<file path="src/rtl/picomem_pkg.sv">
// Shared definitions for the PicoMem bus arbiter: state encoding, constants
// and the round-robin pick helper.
package picomem_pkg;

  typedef logic arb_state_t;

  localparam arb_state_t  ARB_IDLE           = 1'b0;
  localparam arb_state_t  ARB_BUSY           = 1'b1;
  localparam logic [31:0] PICOMEM_DEADBEEF   = 32'hDEADBEEF;
  localparam logic [3:0]  PICOMEM_WSTRB_READ = 4'b0000;

  // Round-robin choice between two requesters; a tie goes to the master not served last.
  function automatic logic arb_pick(input logic v0, input logic v1, input logic last);
    logic pick;
    if (v0 && v1) begin
      pick = ~last;
    end else if (v1) begin
      pick = 1'b1;
    end else begin
      pick = 1'b0;
    end
    return pick;
  endfunction

endpackage

</file>
<file path="src/rtl/picomem_bus_watchdog.sv">
// Transfer watchdog: counts BUSY cycles without slave completion and fires
// on the last allowed cycle. Used only when PICOMEM_ARB_WATCHDOG_EN is defined.
module picomem_bus_watchdog #(
  parameter int unsigned TIMEOUT_CYCLES = 1024
) (
  input  logic clk,
  input  logic ext_reset,
  input  logic start,
  input  logic run,
  input  logic done,
  output logic fire
);

  localparam int unsigned CW = (TIMEOUT_CYCLES > 32'd1) ? $clog2(TIMEOUT_CYCLES) : 1;
  localparam logic [CW-1:0] LIMIT = CW'(TIMEOUT_CYCLES - 32'd1);

  logic [CW-1:0] count_q;
  logic [CW-1:0] count_d;

  // Counter register.
  always_ff @(posedge clk or negedge ext_reset) begin
    if (!ext_reset) begin
      count_q <= {CW{1'b0}};
    end else begin
      count_q <= count_d;
    end
  end

  // Clear when a transfer is granted, advance while the slave stalls.
  always_comb begin
    count_d = count_q;
    if (start) begin
      count_d = {CW{1'b0}};
    end else if (run && !done) begin
      count_d = count_q + CW'(1'b1);
    end else begin
      count_d = count_q;
    end
  end

  // A slave completion in the limit cycle takes precedence over the timeout.
  assign fire = run && !done && (count_q == LIMIT);

endmodule

</file>
<file path="src/rtl/picomem_arbiter_2_1.sv">
// Two-master, one-slave round-robin arbiter for the PicoMem valid/ready bus.
// Optional bus watchdog enabled by defining PICOMEM_ARB_WATCHDOG_EN.
module picomem_arbiter_2_1
  import picomem_pkg::*;
#(
  parameter int unsigned TIMEOUT_CYCLES = 1024,
  parameter logic [31:0] TIMEOUT_RDATA  = PICOMEM_DEADBEEF
) (
  input  logic        clk,
  input  logic        ext_reset,
  input  logic        m0_valid,
  input  logic [31:0] m0_addr,
  input  logic [31:0] m0_wdata,
  input  logic [3:0]  m0_wstrb,
  output logic        m0_ready,
  output logic [31:0] m0_rdata,
  input  logic        m1_valid,
  input  logic [31:0] m1_addr,
  input  logic [31:0] m1_wdata,
  input  logic [3:0]  m1_wstrb,
  output logic        m1_ready,
  output logic [31:0] m1_rdata,
  output logic        s_valid,
  output logic [31:0] s_addr,
  output logic [31:0] s_wdata,
  output logic [3:0]  s_wstrb,
  input  logic        s_ready,
  input  logic [31:0] s_rdata,
  output logic        grant,
  output logic        busy,
  output logic        err,
  output logic [31:0] err_addr,
  input  logic        err_clr
);

  arb_state_t  state_q, state_d;
  logic        grant_q, grant_d;
  logic        last_q, last_d;
  logic        err_q, err_d;
  logic [31:0] err_addr_q, err_addr_d;

  logic        busy_s;
  logic        g_valid_s;
  logic [31:0] g_addr_s;
  logic        start_s;
  logic        pick_s;
  logic        complete_s;
  logic        fire_s;
  logic [31:0] rdata_s;

  assign busy_s     = (state_q == ARB_BUSY);
  assign g_valid_s  = grant_q ? m1_valid : m0_valid;
  assign g_addr_s   = grant_q ? m1_addr : m0_addr;
  assign start_s    = (state_q == ARB_IDLE) && (m0_valid || m1_valid);
  assign pick_s     = arb_pick(m0_valid, m1_valid, last_q);
  assign complete_s = busy_s && g_valid_s && s_ready;

`ifdef PICOMEM_ARB_WATCHDOG_EN
  picomem_bus_watchdog #(
    .TIMEOUT_CYCLES(TIMEOUT_CYCLES)
  ) u_watchdog (
    .clk      (clk),
    .ext_reset(ext_reset),
    .start    (start_s),
    .run      (busy_s && g_valid_s),
    .done     (s_ready),
    .fire     (fire_s)
  );
`else
  logic unused_cfg_s;
  assign fire_s       = 1'b0;
  assign unused_cfg_s = err_clr ^ TIMEOUT_CYCLES[0];
`endif

  assign rdata_s = fire_s ? TIMEOUT_RDATA : s_rdata;

  // State and status registers.
  always_ff @(posedge clk or negedge ext_reset) begin
    if (!ext_reset) begin
      state_q    <= ARB_IDLE;
      grant_q    <= 1'b0;
      last_q     <= 1'b1;
      err_q      <= 1'b0;
      err_addr_q <= 32'h0000_0000;
    end else begin
      state_q    <= state_d;
      grant_q    <= grant_d;
      last_q     <= last_d;
      err_q      <= err_d;
      err_addr_q <= err_addr_d;
    end
  end

  // Next-state: arbitrate in IDLE, hold the grant until completion, timeout or abandonment.
  always_comb begin
    state_d    = state_q;
    grant_d    = grant_q;
    last_d     = last_q;
    err_d      = err_q;
    err_addr_d = err_addr_q;
    case (state_q)
      ARB_IDLE: begin
        if (start_s) begin
          state_d = ARB_BUSY;
          grant_d = pick_s;
          last_d  = pick_s;
        end else begin
          state_d = ARB_IDLE;
        end
      end
      ARB_BUSY: begin
        if (complete_s || fire_s || !g_valid_s) begin
          state_d = ARB_IDLE;
        end else begin
          state_d = ARB_BUSY;
        end
      end
      default: begin
        state_d = ARB_IDLE;
      end
    endcase
`ifdef PICOMEM_ARB_WATCHDOG_EN
    // A timeout in the same cycle as err_clr keeps the flag set.
    if (fire_s) begin
      err_d = 1'b1;
      if (!err_q) begin
        err_addr_d = g_addr_s;
      end else begin
        err_addr_d = err_addr_q;
      end
    end else if (err_clr) begin
      err_d = 1'b0;
    end else begin
      err_d = err_q;
    end
`else
    err_d      = 1'b0;
    err_addr_d = 32'h0000_0000;
`endif
  end

  // Output muxes: the slave sees the granted master, only the granted master sees the response.
  always_comb begin
    s_valid = busy_s && g_valid_s && !fire_s;
    s_addr  = g_addr_s;
    s_wdata = grant_q ? m1_wdata : m0_wdata;
    s_wstrb = grant_q ? m1_wstrb : m0_wstrb;
    if (grant_q == 1'b0) begin
      m0_ready = complete_s || fire_s;
      m0_rdata = rdata_s;
      m1_ready = 1'b0;
      m1_rdata = 32'h0000_0000;
    end else begin
      m0_ready = 1'b0;
      m0_rdata = 32'h0000_0000;
      m1_ready = complete_s || fire_s;
      m1_rdata = rdata_s;
    end
  end

  assign grant    = grant_q;
  assign busy     = busy_s;
  assign err      = err_q;
  assign err_addr = err_addr_q;

endmodule

</file>
<file path="config.mk">
export PLATFORM = sky130hd
export DESIGN_NAME = picomem_arbiter_2_1
export DESIGN_NICKNAME = d
export VERILOG_FILES = /design/src/rtl/picomem_pkg.sv /design/src/rtl/picomem_bus_watchdog.sv /design/src/rtl/picomem_arbiter_2_1.sv
export SDC_FILE = /design/constraint.sdc
export NUM_CORES = 1
export LEC_CHECK = 0
export CAP_MARGIN = 20
export CORE_AREA = 2 2 135 137
export CTS_BUF_LIST = sky130_fd_sc_hd__clkbuf_8
export DETAILED_ROUTE_END_ITERATION = 10
export DIE_AREA = 0 0 137 139
export GPL_TIMING_DRIVEN = 0
export PLACE_DENSITY = 0.5
export REMOVE_ABC_BUFFERS = 1
export SLEW_MARGIN = 25
export SYNTH_ARGS = -nofsm -noshare
export SYNTH_HDL_FRONTEND = slang
export SYNTH_SLANG_ARGS = --single-unit
</file>
<file path="constraint.sdc">
create_clock -name clk -period 1.2 [get_ports clk]
set_input_delay 0.24 -clock clk [delete_from_list [all_inputs] [get_ports clk]]
set_output_delay 0.24 -clock clk [all_outputs]
set_load 0.02 [all_outputs]
</file>
==> flow_summary.rst <==
.. list-table::
   :header-rows: 1

   * - Metric
     - Value
   * - Outcome
     - finished, violations left
   * - Violated checks
     - negative setup slack
   * - Number of buffers inserted during clock tree synthesis
     - 3
   * - Reg power frac
     - under 10%
   * - Slew Limit Fails
     - 0
   * - Number of failing setup endpoints in the final timing report
     - 138
   * - Top achievable clock speed
     - around 530 MHz
   * - Type of the most critical hold path
     - in2async
   * - Slowest cell on the critical path
     - sky130_fd_sc_hd__dfrtp_4
   * - Total number of placement rows
     - around 50
   * - Share of layout cells above drive strength 1
     - roughly 51%
   * - Arrival time reported for the critical path endpoint
     - 1.64 ns
   * - Design internal power
     - 0.00576 W
   * - Final design area excluding fillers
     - between 5000 and 6000 sq um
   * - CTS clock-pin slew for the worst setup and hold paths
     - 0.03 ns
   * - Antenna fix cells
     - 0
   * - Distinct cell type count of the synthesized netlist
     - 24
   * - Sort of element at the start of the critical path
     - register
   * - Total via count in the routed design
     - 2,659
   * - First-pass GRT wire length
     - between 10 and 15 mm
   * - Bufs on Longest Clock Path
     - 2
   * - Routed wirelength normalized by instance count
     - 15.0 um
   * - Initial Util
     - slightly below 10%
   * - DPL Wire Length
     - around 7.5 mm
   * - Minimum setup slack in the final design
     - -0.682 ns
   * - Vias per inst
     - between 3 and 4
   * - Global-route congestion overflow total
     - 0
   * - Final hold vios
     - 0
   * - Launch point of the worst path
     - grant
   * - Combinational power share
     - 95.0%
   * - Number of ports placed on the die boundary
     - 344
   * - Async SR Flop Fraction
     - 100%
   * - Period utilization
     - 157%
   * - Post-synthesis instance area
     - 1720 sq um
   * - Mapped Avg Cell Area
     - just under 9 sq um
   * - Core Region
     - approximately 18,000 sq um
   * - Nets
     - 700
   * - Layout area overhead
     - 220%
   * - Synthesized flop and latch total
     - 3
   * - Classification of the worst setup path
     - reg2out
   * - Initial antenna violation count
     - 1
   * - Fraction of synthesized cell area taken by the top area cell type
     - between 40% and 50%
   * - CTS Hold Bufs
     - 0
   * - Cells along the critical path
     - buf_12, buf_16, buf_16, mux2_4, buf_6
   * - Maximum number of pins on one net before global-route repair
     - 30
   * - Ratio of total power to cell area
     - between 1500 and 2000 nW/um^2
   * - Synthesized instance count
     - 196
   * - Endpoint type of the worst setup path
     - output port
   * - Startpoint of the lowest-slack register-to-register path
     - grant
   * - Delay of the slowest critical-path stage
     - 0.52 ns
   * - Switching Fraction
     - 44.7%
   * - Initial detailed-routing violation count
     - 25
   * - Net switching power
     - 0.00466 W
   * - Placement-stage cell area
     - 4890 sq um
   * - Biggest area contributors in the synthesized netlist
     - sky130_fd_sc_hd__mux2_2 45%, sky130_fd_sc_hd__buf_4 14%, sky130_fd_sc_hd__and2_1 12%, sky130_fd_sc_hd__nor2b_1 12%, sky130_fd_sc_hd__buf_6 4.6%
   * - CTS root buffer
     - sky130_fd_sc_hd__clkbuf_8
   * - LEAKAGE
     - 2.49 nW
   * - Antenna Nets Post-Route
     - 0
   * - Worst vdd ir
     - 934 uV
   * - Total Routed Length
     - 11.3 mm
   * - MaxCap Viol Count
     - 0
   * - Most common cell after layout, fill and taps aside
     - sky130_fd_sc_hd__clkdlybuf4s50_1
   * - Most frequent cells in the layout
     - 172 x sky130_fd_sc_hd__clkdlybuf4s50_1, 76 x sky130_fd_sc_hd__buf_6, 60 x sky130_fd_sc_hd__mux2_2
   * - Shortest clock period the worst path allows after layout
     - 1.88 ns
   * - Die Footprint
     - 19,000 sq um
   * - Vert. Die Dim
     - 139 um
   * - Cell with the most instances on the worst path
     - sky130_fd_sc_hd__buf_16
   * - Number of global-route vias before repair
     - 2,584
   * - Clock sinks
     - 3
   * - WP buf/inv
     - 4
   * - Prevailing post-synth register cell
     - sky130_fd_sc_hd__dfrtp_1
   * - Number of synthesis warnings
     - 0
   * - Clock insertion delay at the later pin of the skew report
     - 0.21 ns
   * - DRC violations left
     - 0
   * - GRT Overall Usage
     - 9.49%
   * - Power share of the clock group
     - between 2 and 3%
   * - Die Wd
     - 137 um
   * - Setup Skew
     - 0.000319 ns
   * - Last weighted congestion value of the routability-driven placer
     - slightly below 0.8
   * - CTS tree
     - yes
   * - Number of levels the H-tree was split into
     - 1
   * - Required time worst endpoint
     - 0.96 ns
   * - Setup repair after global routing missed its margin
     - true
   * - Sequential area share after synthesis
     - 4.44%
   * - Largest delay share family, worst path
     - buffers and inverters
   * - Area leader, netlist
     - sky130_fd_sc_hd__mux2_2
   * - Count of flip-flops with a built-in enable after synthesis
     - 0
   * - Number of iterations in the first detailed-routing pass
     - 4
   * - Port Buffer Count
     - 309
   * - Maximum fanout encountered on the critical timing path
     - 7
   * - Worst slack at placement
     - -1.25 ns
==> synthesized netlist by cell type, drive strengths merged, types with 2 or more instances <==
cell type  number
nor2b          32
dfrtp           2
nor2            2
mux2           68
and2           32
clkbuf          5
buf            43
==> worst paths after layout <==
kind	cells after the start	to	slack (ns)
worst max-delay path	5	s_addr[10]	-0.68
worst min-delay path	1	grant	0.21
worst max register to register	6	grant	-0.29
worst min register to register	1	last_q	0.52
max in group asynchronous	1	last_q	0.78
min in group clk	1	last_q	0.52
==> stage by stage <==
stage / instances / hold WS (ns) / setup TNS [ns] / total power [W] / utilization, %
after global routing: 754 / 0.210 / -75.57 / 0.0110 / 31.2
final: 754 / 0.206 / -69.63 / 0.0104 / 31.2
after detailed placement: 720 / 0.430 / -118.22 / 0.00765 / 27.7
after global placement: 718 / 0.427 / -485.43 / 0.00392 / 27.3
after CTS: 740 / 0.201 / -71.63 / 0.00893 / 28.1
after floorplan: 180 / -0.0556 / -297.99 / 0.00244 / -
==> timing repair <==
action	CTS	global route
setup endpoints to repair	139	139
gates resized for setup	621	122
gates cloned	7	6
pin swaps	0	1
setup buffers	9	8
==> flip-flops by register name, indices dropped and copies added, names as in the netlist <==
| name | count |
|---|---|
| grant | 1 |
| busy | 1 |
| last_q | 1 |
==> logic make-up (layout without fill, tap and decap cells) <==
family                 after synthesis  after routing  share of synthesized area, %
AND/OR/NAND/NOR                     71             71                          25.8
buffers and inverters               49            346                          23.0
other                                1             33                         0.218
AO/OA/AOI/OAI                        3              3                          1.38
flip-flops                           3              3                          4.44
multiplexers                        69             69                          45.1
==> layer usage <==
layer / routed length (um) / track usage [%] / up-vias
li1: - / - / 1256
met3: 1140 / 1.79 / 8
met5: 0 / 0 / -
met2: 6020 / 19.0 / 192
met1: 4090 / 10.3 / 1203
met4: 75 / 1.36 / 0
==> layout make-up <==
| class | instances | area [sq um] |
|---|---|---|
| clock buffer | 3 | 41.3 |
| sequential | 3 | 80.1 |
| multi-input combinational | 176 | 1580 |
| clock inverter | 1 | 3.75 |
| timing repair buffer | 341 | 3520 |
| fill | 1805 | 12100 |
| inverter | 1 | 3.75 |
| tap | 229 | 287 |
==> power groups by stage <==
| stage | logic [W] | registers, W | clock network, W |
|---|---|---|---|
| 2_1_floorplan | 0.00202 | 0.000422 | 0 |
| 3_3_place_gp | 0.00351 | 0.000405 | 0 |
| 3_5_place_dp | 0.00731 | 0.000340 | 0 |
| 4_1_cts | 0.00839 | 0.000244 | 0.000295 |
| 5_1_grt | 0.0104 | 0.000254 | 0.000305 |
| 6_report | 0.00989 | 0.000244 | 0.000281 |
Note: power is estimated with default switching activity, not from simulation.
